$ cat src/rtl/bcp_pkg.sv
// Shared BCP definitions: lane count, lane index width
// and the implication scheduler FSM state encoding.
package bcp_pkg;

    localparam int NUM_LANES = 8;
    localparam int LANE_W    = 3;

    typedef enum logic [1:0] {
        S_IDLE,
        S_ISSUE,
        S_RECOVER
    } sched_state_t;

endpackage

$ cat src/rtl/imp_fifo.sv
// Implication FIFO: registered storage, head read straight from regs.
// Ports: clock/reset, flush (empty), push/din, pop/dout, valid, count.
module imp_fifo #(
    parameter int W     = 15,
    parameter int DEPTH = 4
) (
    input  logic                       clock,
    input  logic                       reset,
    input  logic                       flush,
    input  logic                       push,
    input  logic [W-1:0]               din,
    input  logic                       pop,
    output logic [W-1:0]               dout,
    output logic                       valid,
    output logic [$clog2(DEPTH):0]     count
);

    localparam int AW = $clog2(DEPTH);

    logic [W-1:0]  mem [DEPTH];
    logic [AW-1:0] wr_ptr;
    logic [AW-1:0] rd_ptr;
    logic          do_pop;

    assign valid  = (count != '0);
    assign do_pop = pop && valid;
    assign dout   = mem[rd_ptr];

    always_ff @(posedge clock or posedge reset) begin
        if (reset) begin
            wr_ptr <= '0;
            rd_ptr <= '0;
            count  <= '0;
            for (int i = 0; i < DEPTH; i++) begin
                mem[i] <= '0;
            end
        end else if (flush) begin
            wr_ptr <= '0;
            rd_ptr <= '0;
            count  <= '0;
        end else begin
            if (push) begin
                mem[wr_ptr] <= din;
                wr_ptr      <= wr_ptr + 1'b1;
            end
            if (do_pop) begin
                rd_ptr <= rd_ptr + 1'b1;
            end
            unique case ({push, do_pop})
                2'b10:   count <= count + 1'b1;
                2'b01:   count <= count - 1'b1;
                default: count <= count;
            endcase
        end
    end

endmodule

$ cat src/rtl/implication_scheduler.sv
// Implication scheduler: collects per-lane implications, grants them
// through an external priority encoder, queues them into imp_fifo.
// Ports: lane_req/lane_lit/lane_busy (lanes), pe_in/pe_request/
// pe_out/pe_work (encoder), flush, imp_valid/imp_ready/imp_lit/
// imp_lane (output stream), sched_idle, pe_err.
import bcp_pkg::*;

module implication_scheduler #(
    parameter int LIT_W      = 12,
    parameter int FIFO_DEPTH = 4
) (
    input  logic                         clock,
    input  logic                         reset,
    input  logic [NUM_LANES-1:0]         lane_req,
    input  logic [NUM_LANES*LIT_W-1:0]   lane_lit,
    output logic [NUM_LANES-1:0]         lane_busy,
    output logic [NUM_LANES-1:0]         pe_in,
    output logic                         pe_request,
    input  logic [LANE_W-1:0]            pe_out,
    input  logic                         pe_work,
    input  logic                         flush,
    output logic                         imp_valid,
    input  logic                         imp_ready,
    output logic [LIT_W-1:0]             imp_lit,
    output logic [LANE_W-1:0]            imp_lane,
    output logic                         sched_idle,
    output logic                         pe_err
);

    localparam int CW = $clog2(FIFO_DEPTH) + 1;

    sched_state_t          state;
    sched_state_t          state_next;
    logic [NUM_LANES-1:0]  pending;
    logic [LIT_W-1:0]      lit_q [NUM_LANES];
    logic [CW-1:0]         fifo_count;
    logic [LIT_W+2:0]      fifo_head;
    logic                  start;
    logic                  grant_seen;
    logic                  grant_hit;
    logic                  push;

    // In IDLE nothing is in flight, so the count alone bounds room.
    assign start      = (pending != '0) && (fifo_count < CW'(FIFO_DEPTH));
    assign grant_seen = (state == S_ISSUE) && !pe_work;
    assign grant_hit  = grant_seen && pending[pe_out];
    assign push       = grant_hit && !flush;

    assign lane_busy  = pending;
    assign imp_lit    = fifo_head[LIT_W+2:3];
    assign imp_lane   = fifo_head[2:0];
    assign sched_idle = (pending == '0) && !imp_valid
                        && (state == S_IDLE);

    always_ff @(posedge clock or posedge reset) begin
        if (reset) begin
            state <= S_IDLE;
        end else begin
            state <= state_next;
        end
    end

    always_comb begin
        state_next = state;
        pe_request = 1'b1;
        unique case (state)
            S_IDLE: begin
                if (start) state_next = S_ISSUE;
            end
            S_ISSUE: begin
                pe_request = 1'b0;
                if (!pe_work) state_next = S_RECOVER;
            end
            S_RECOVER: state_next = S_IDLE;
            default:   state_next = S_IDLE;
        endcase
        if (flush) state_next = S_IDLE;
    end

    always_ff @(posedge clock or posedge reset) begin
        if (reset) begin
            pending <= '0;
            for (int i = 0; i < NUM_LANES; i++) begin
                lit_q[i] <= '0;
            end
        end else if (flush) begin
            pending <= '0;
        end else begin
            for (int i = 0; i < NUM_LANES; i++) begin
                if (lane_req[i] && !pending[i]) begin
                    pending[i] <= 1'b1;
                    lit_q[i]   <= lane_lit[i*LIT_W +: LIT_W];
                end else if (grant_hit && pe_out == LANE_W'(i)) begin
                    pending[i] <= 1'b0;
                end
            end
        end
    end

    always_ff @(posedge clock or posedge reset) begin
        if (reset) begin
            pe_in  <= '0;
            pe_err <= 1'b0;
        end else begin
            if (state == S_IDLE && start && !flush) begin
                pe_in <= pending;
            end
            if (grant_seen && !pending[pe_out] && !flush) begin
                pe_err <= 1'b1;
            end
        end
    end

    imp_fifo #(
        .W     (LIT_W + 3),
        .DEPTH (FIFO_DEPTH)
    ) u_fifo (
        .clock (clock),
        .reset (reset),
        .flush (flush),
        .push  (push),
        .din   ({lit_q[pe_out], pe_out}),
        .pop   (imp_ready),
        .dout  (fifo_head),
        .valid (imp_valid),
        .count (fifo_count)
    );

endmodule

$ cat config.mk
export PLATFORM = sky130hd
export DESIGN_NAME = implication_scheduler
export DESIGN_NICKNAME = d
export VERILOG_FILES = /design/src/rtl/bcp_pkg.sv /design/src/rtl/imp_fifo.sv /design/src/rtl/implication_scheduler.sv
export SDC_FILE = /design/constraint.sdc
export NUM_CORES = 1
export LEC_CHECK = 0
export CAP_MARGIN = 20
export CORE_ASPECT_RATIO = 0.75
export CORE_MARGIN = 5
export CORE_UTILIZATION = 35
export DETAILED_ROUTE_END_ITERATION = 8
export HOLD_SLACK_MARGIN = 0.02
export MAX_ROUTING_LAYER = met4
export PLACE_DENSITY_LB_ADDON = 0.1
export SLEW_MARGIN = 10
export SYNTH_ARGS = -nofsm -noshare
export SYNTH_HDL_FRONTEND = slang
export SYNTH_HIERARCHICAL = 1
export SYNTH_SLANG_ARGS = --single-unit
$ cat constraint.sdc
create_clock -name clock -period 3.5 [get_ports clock]
set_input_delay 0.35 -clock clock [delete_from_list [all_inputs] [get_ports clock]]
set_output_delay 0.35 -clock clock [all_outputs]
set_load 0.02 [all_outputs]
**Word-level counts from Yosys, hierarchy flattened**

Index checks and enable logic that the tools add are counted.

- Register bits after elaboration: 182
- Input port bits: 112
- Output and inout port bits: 35
- Word-level logic and storage cells: 157

- Add/sub/neg operators: 4
- Magnitude comparators: 6
- Eq/ne operators: 12
- Muxes and demuxes: 39
- Bitwise operators: 4
- Reduce and logical (&&, ||, !) cells: 66

Operators with widths:

| cell | number |
|---|---|
| bitwise mux 60 bit | 1 |
| two-way mux 15 bit | 3 |
| binary-select mux 12 bit (select 3 bit) | 1 |
| binary-select mux 15 bit (select 2 bit) | 1 |
| demux 15 bit (select 2 bit) | 1 |
| nonzero test 3 bit | 10 |
| logical AND 1 bit | 28 |
| two-way mux 12 bit | 2 |
| AND reduction 2 bit | 10 |
| two-way mux 1 bit | 18 |
| two-way mux 2 bit | 7 |
| equality test 3 bit, second input constant | 4 |
| zero test 1 bit | 12 |
| zero test 8 bit | 1 |
| two-way mux 8 bit | 1 |
| nonzero test 8 bit | 1 |
| equality test 3 x 2 -> 1 bit, second input constant | 2 |
| greater-or-equal comparator 3 bit, second input constant | 2 |
| inequality test 3 bit, second input constant | 2 |
| NOT 2 -> 3 bit | 2 |
| one-hot mux 3 bit (2 select lines) | 1 |
| adder 2 x 1 -> 2 bit, second input constant | 2 |
| equality test 2 x 1 -> 1 bit, second input constant | 2 |
| greater-or-equal comparator 4 bit, second input constant | 1 |
| 15 further kinds | 16 |

**Depth between registers and ports, before layout**

Gate-level depths: netlist (run 1).

- Depth after elaboration: 7
- Depth in mapped cells: 12

**Cells and area by module**

The synthesis (run 1) kept the hierarchy.

By module, submodules not included:

| module | times used | cells each | area each (µm²) | seq. area each (µm²) |
|---|---|---|---|---|
| implication_scheduler | 1 | 326 | 5212.5 | 2877.8 |
| imp_fifo | 1 | 200 | 3264.4 | 1676.6 |

**Worst setup path before layout (run 1)**

Ideal clock, no wire load.

- Path kind: input-to-reg
- Start: input pe_out[1]
- End: register u_fifo.count[2]
- Setup time: 126 ps
- Arrival: 2563 ps
- Path slack: 811 ps
- Stages on the path: 11
- Cells stage by stage: buf_2 > buf_2 > mux2i_1 > nand3b_1 > nand4_1 > nor4_1 > clkbuf_1 > nor2_1 > fa_1 > and3_1 > o311a_1

- Cells in the longest elaborated chain, start to end: 7
- Elaborated cells between the ends (all ways): 9
- Those cells by class: eq/ne (2); mux (4); reduce/logical (3)

RTL lines:

| item | RTL line | source |
|---|---|---|
| start, declared | implication_scheduler.sv:19 | `input logic [LANE_W-1:0] pe_out,` |
| binary-select mux 1 bit (select 3 bit) (*) | implication_scheduler.sv:46 | `assign grant_hit = grant_seen && pending[pe_out];` |
| two-way mux 1 bit (implied by the code) (*) | implication_scheduler.sv:46 |  |
| logical AND 1 bit (*) | implication_scheduler.sv:46 |  |
| logical AND 1 bit (*) | implication_scheduler.sv:47 | `assign push = grant_hit && !flush;` |
| via push | implication_scheduler.sv:41 | `logic push;` |
| equality test 2 x 1 -> 1 bit / equality test 2 bit (equally long branches) | imp_fifo.sv:49 | `unique case ({push, do_pop})` |
| one-hot mux 3 bit (2 select lines) | imp_fifo.sv:49 |  |
| two-way mux 3 bit | imp_fifo.sv:37 | `end else if (flush) begin` |
| end signal, assigned | imp_fifo.sv:50 | `2'b10: count <= count + 1'b1;` |
| end signal, assigned | imp_fifo.sv:51 | `2'b01: count <= count - 1'b1;` |
| end signal, assigned | imp_fifo.sv:52 | `default: count <= count;` |
| end, declared | imp_fifo.sv:15 | `output logic [$clog2(DEPTH):0] count` |

Mark *: on every way through the listed nets, which the timed path passes. The rest lies on a longest branch. The select of a mux whose other input is x is not followed.
A chain may end at the register's enable or synchronous reset.

**Worst setup path after layout (run 1)**

- Start: register u_fifo.count[1]
- End: output sched_idle

- Cells in the longest elaborated chain, start to end: 4

RTL lines:

| item | RTL line | source |
|---|---|---|
| nonzero test 3 bit | imp_fifo.sv:25 | `assign valid = (count != '0);` |
| zero test 1 bit | implication_scheduler.sv:52 | `assign sched_idle = (pending == '0) && !imp_valid` |
| logical AND 1 bit | implication_scheduler.sv:52 |  |
| logical AND 1 bit | implication_scheduler.sv:53 | `&& (state == S_IDLE);` |
| end, declared | implication_scheduler.sv:26 | `output logic sched_idle,` |

Every way passes these cells.

==> summary.md, run 1 <==
| Metric | Value |
|---|---|
| Top cells by area, synth | dfrtp_1 54%, mux2_2 18%, mux4_2 10% |
| Sinks on Clock Net | 182 |
| First-pass GRT wire length | 35.2 mm |
| Starting density of the core | 0.355 |
| IO Port Bufs | 146 |
| Routed len/inst | 22.3 um |
| WP data required | 3.15 ns |
| Drc violations | 0 |
| HP Class | input pin to async pin |
| Reg2reg end | u_fifo/count[2] |
| WS Path Type | register to output port |
| Vias in the first global route | 5869 |
| Worst-margin pin slew | 0.925 ns |
| Endpoints failing hold | 0 |
| Ports | 147 |
| Clock power frac | 0.325 |
| Setup tns final | 0 ns |
| Die H | around 140 um |
| Ys async rst share | 1.00 |
| Clk_lat worst skew | 0.43 ns |
| Vias | 5116 |
| Mapped Avg Cell Area | about 16 um^2 |
| Layout area overhead | 29.2% |
| Main synth FF type | dfrtp_1 |
| DRT iter0 DRCs | 243 |
| Core area | 0.0239 mm^2 |
| Reg2reg start | lane_busy[1] |
| Routed WL | ~22 mm |
| Seq cells post-synth | around 180 |
| Type of destination of the critical path | output port |
| Num CTS Buffers | 17 |
| # setup viols final | 0 |
| Post-synth top area share | 0.537 |
| Max-cap violation count | 0 |
| Final net count | 798 |
| CP startpoint kind | register |
| Leading area contributor after synthesis | dfrtp_1 |
| Switching share of total power | 0.280 |
| DR pass1 iterations | 4 |
| Final min period | 2.95 ns |
| Unique cell type count in the Yosys netlist | 45 |
| Placed insts | 967 |
| Power Dens Cells | approximately 570 mW/mm^2 |
| Via density | just over 5 |
| Fin. max-slew vios | 0 |
| Bufs on Longest Clock Path | 2 |
| Final HPWL DP | between 15 and 20 mm |
| Worst r2r path cells | 8 |
| CTS tree | done |
| Total global routing overflow | 0 |
| Syn Nets | about 640 |
| Setup slack, reg-to-reg | 1.03 ns |
| Max Fanout on Critical Path | 6 |
| Root Buffer | clkbuf_16 |
| Seq pwr share | 0.432 |
| Num rows | 49 |
| P_int | 4.49 mW |
| Max VDD drop | between 0.3 and 0.4 mV |
| Final total power | 6.23 mW |
| Post-DRT Antenna Nets | 0 |
| EDFF count, synth | 0 |
| Initial antenna violation count | 3 |
| Cells after synthesis | 526 |
| RSZ-0062 raised after global routing | false |
| Logic pwr share | 0.242 |
| Setup Skew | 0.00953 ns |
| Slew HR | 0.383 |
| Die width | 190 um |
| Status | completed |
| Post-Layout Cell Count | 1004 |
| Crit path from | u_fifo/count[1] |
| Post-CTS sizing | 0 |
| All-Layer GR Usage | 0.175 |
| Net switching power | between 1.5 and 2 mW |
| Die area | 0.0275 mm^2 |
| Post-CTS Setup Bufs | 0 |
| Fraction of layout cells with a size suffix above 1 | 0.419 |
| Core Util, Final | 0.458 |
| Mapped cell area | 0.00848 mm^2 |
| Clock transition at path regs | approximately 0.08 ns |
| Post-synthesis sequential area ratio | 0.537 |
| P_leak | 4.76 nW |
| Largest net degree at the start of global routing | 61 |
| Routability Congestion | 0.740 |
| CP arrival | approximately 2.6 ns |
| Fin crit share | 0.844 |
| YS warnings | 6 |
| Hold buffers post-CTS | 0 |
| Fmax | 339 MHz |
| H-tree depth | 4 |
cell usage after synthesis (all sizes together), types with 2 or more instances:
library cell / instances
a21oi: 2
a31o: 8
a31oi: 2
and3: 2
buf: 24
clkbuf: 5
dfrtp: 182
ha: 4
inv: 6
mux2: 176
mux2i: 5
mux4: 39
nand2: 14
nand3: 4
nand3b: 2
nor2: 10
nor2b: 4
nor3: 3
nor3b: 9
nor4: 4
o21ai: 4
or4: 2
xnor2: 2
placed cells by master (no fill, tap or decap), types with 5 or more instances in the layout:
master           instances
inv_8                    5
clkbuf_16               17
buf_4                   17
nor3b_2                  7
a31o_2                   8
mux2_2                 134
mux2_4                  40
nor2_1                  10
mux2i_1                  5
nand2_1                 10
clkdlybuf4s50_1        144
mux4_2                  39
dfrtp_1                182
worst max-delay path, cell delays in order (launching register included):
cell and delay, ns:
dfrtp_1 0.45, nor3_1 0.49, inv_1 0.20, nor4_1 0.35, clkdlybuf4s50_1 0.67
per-stage QoR:
stage	worst slack [ns]	instance area, um^2	hold slack (ns)
after global routing	0.300	10900	0.291
final	0.546	11000	0.287
after detailed placement	0.775	10300	0.453
after global placement	0.806	10300	0.473
after CTS	0.532	10900	0.463
after floorplan	0.106	8480	0.413
logic make-up after synthesis:
group,synth area share
mux,0.361
flops,0.537
simple gates,0.0468
buf+inv,0.0238
compound gates,0.0198
fa+ha+maj,0.00827
xor+xnor,0.00310
registers in the layout, indices dropped and copies added, names as in the netlist:
register and cells:
lane_busy 8, lit_q 96, pe_err 1, pe_in 8, state 2, u_fifo/count 3
u_fifo/mem 60, u_fifo/rd_ptr 2, u_fifo/wr_ptr 2
metal layers:
layer | up-vias | GRT usage | routed length, um
li1 | 2284 | - | -
met3 | 13 | 0.0477 | 1210
met4 | 0 | 0.0369 | 192
met2 | 126 | 0.271 | 10500
met5 | - | - | 0
met1 | 2693 | 0.235 | 10500
worst max path at each step:
stage | depth (start not counted) | end
2_1_floorplan | 1 | lane_busy[0]
5_1_grt | 4 | sched_idle
3_5_place_dp | 8 | u_fifo/count[2]
4_1_cts | 4 | sched_idle
3_3_place_gp | 9 | u_fifo/count[2]
6_report | 4 | sched_idle
area by class of cell:
type	count	area (um^2)
timing repair buffer	165	1620
tap	306	383
clock inverter	14	184
fill	2120	13000
antenna	4	10.0
inverter	7	28.8
sequential	182	4550
multi-input combinational	308	3730
clock buffer	18	439
power by group through the flow:
stage / registers [mW] / logic (mW) / clock network, mW
after detailed placement: 2.73 / 1.54 / 0
after global placement: 2.71 / 1.51 / 0
after floorplan: 2.71 / 0.899 / 0
final: 2.69 / 1.51 / 2.03
after CTS: 2.69 / 1.54 / 2.10
after global routing: 2.74 / 1.63 / 2.18
Note: power is estimated with default switching activity, not from simulation.
==> inputs of run 2 (changes only) <==
clock period = 2.5 ns   (was 3.5 ns; I/O delays follow)
==> summary.md, run 2 (synthesis gave the netlist of run 1 again) <==
| Metric | Value |
|---|---|
| Status | completed |
| Vias | 5242 |
| Sinks on Clock Net | 182 |
| Routed WL | approximately 23 mm |
| CTS tree | done |
| Type of destination of the critical path | output port |
| Root Buffer | clkbuf_16 |
| Clock transition at path regs | 0.07 ns |
| Routability Congestion | between 0.7 and 0.8 |
| DR pass1 iterations | 4 |
| RSZ-0062 raised after global routing | false |
| HP Class | input pin to async pin |
| Largest Register | lit_q |
| Fillers | 2099 |
| Endpoints failing hold | 0 |
| Core area | 0.0239 mm^2 |
| Final Hold Slack | 0.195 ns |
| Final net count | 829 |
| Max VDD drop | 0.491 mV |
| Vias in the first global route | 6013 |
| # setup viols final | 0 |
| Via density | between 5 and 6 |
| Hold buffers post-CTS | 0 |
| Commonest non-fill, non-tap cell in the layout | dfrtp_1 |
| FF+latch area | 0.00456 mm^2 |
| CP arrival | between 2 and 2.5 ns |
| Num rows | 49 |
| Max Fanout on Critical Path | 13 |
| Num CTS Buffers | 17 |
| Fin crit share | 0.951 |
| Die width | 190 um |
| IO Port Bufs | 146 |
| Power Dens Cells | 777 mW/mm^2 |
| Fraction of layout cells with a size suffix above 1 | 0.446 |
| Setup Skew | 0.0130 ns |
| Drc violations | 0 |
| Largest net degree at the start of global routing | 30 |
| Largest register FFs | 96 |
| Routed len/inst | 21.9 um |
| Ports | 147 |
| Initial antenna violation count | 2 |
| H-tree depth | 4 |
| Final min period | about 2.4 ns |
| Final total power | 8.68 mW |
| Clk_lat worst skew | 0.43 ns |
| Fin. max-slew vios | 0 |
| Slew HR | 0.486 |
| Total global routing overflow | 0 |
| CP startpoint kind | register |
| Bufs on Longest Clock Path | 2 |
| First-pass GRT wire length | about 35 mm |
| Largest registers | lit_q (96), u_fifo/mem (60) |
| Worst-margin pin slew | 0.770 ns |
| All-Layer GR Usage | 0.176 |
| Starting density of the core | 0.355 |
| WS Path Type | register to output port |
| Die area | 0.0275 mm^2 |
| Max-cap violation count | 0 |
| Die H | 145 um |
| Commonest cells after routing, fill and taps aside | 180 x dfrtp_1, 142 x clkdlybuf4s50_1, 134 x mux2_2 |
| Final WS setup | 0.122 ns |
| Layout area overhead | 31.8% |
| Multi-input gate area | 0.00373 mm^2 |
| Post-DRT Antenna Nets | 0 |
| Fmax | 420 MHz |
| P_leak | 4.91 nW |
| WP data required | approximately 2.3 ns |
| DRT iter0 DRCs | 251 |
| Final HPWL DP | 16.5 mm |
| Setup WS pre-CTS | -0.244 ns |
-- run 2: power breakdown --
part,internal (mW),switching [mW],leakage (nW),total (mW)
combinational,1.30,0.889,2.34,2.19
sequential,3.47,0.275,2.28,3.74
clock,1.51,1.23,0.282,2.74
-- run 2: path summary, 6_finish.rpt --
path                             startpoint         endpoint  slack (ns)  depth (start not counted)
hold reg to reg              u_fifo/mem[27]   u_fifo/mem[27]        0.50                          1
hold / removal                        reset   u_fifo/mem[34]        0.19                          2
min in group clock              lane_lit[1]        lit_q[85]        0.42                          2
setup / recovery           u_fifo/rd_ptr[0]       imp_lit[5]        0.12                          3
setup reg to reg                   state[1]  u_fifo/count[1]        0.18                          6
max in group asynchronous             reset        lit_q[52]        1.52                          3
-- run 2: cell type report --
cell class                      count  area share
Antenna cell                        2    0.000448
Clock buffer                       19      0.0396
Clock inverter                     12      0.0129
Inverter                            7     0.00269
Multi-Input combinational cell    308       0.334
Sequential cell                   182       0.408
Tap cell                          306      0.0343
Timing Repair Buffer              196       0.168
-- run 2: critical path, cell delays in order, from the launching register on --
cell	delay [ns]
dfrtp_2	0.42
buf_12	0.18
mux4_2	0.53
clkdlybuf4s50_1	0.55
-- run 2: metal layers --
| metal | part of all wire | track usage | vias to the layer above |
|---|---|---|---|
| met5 | 0 | - | - |
| met4 | 0.0091 | 0.0392 | 0 |
| met3 | 0.043 | 0.0374 | 15 |
| met2 | 0.48 | 0.281 | 118 |
| met1 | 0.47 | 0.235 | 2762 |
| li1 | - | - | 2347 |
-- run 2: repair_timing --
action                                  4_1_cts  5_1_grt
pin swaps                                     0        0
setup buffers                                 0        3
resized for setup                             3        1
endpoints found under the setup margin       13       11
-- run 2: per-stage QoR --
step	instances	setup TNS [ns]	utilization	area, um^2
CTS	1027	0	0.466	11100
global placement	996	-5.01	0.441	10600
detailed placement	996	-8.10	0.441	10600
finish	1032	0	0.467	11200
floorplan	526	0	-	8490
global route	1032	0	0.467	11200
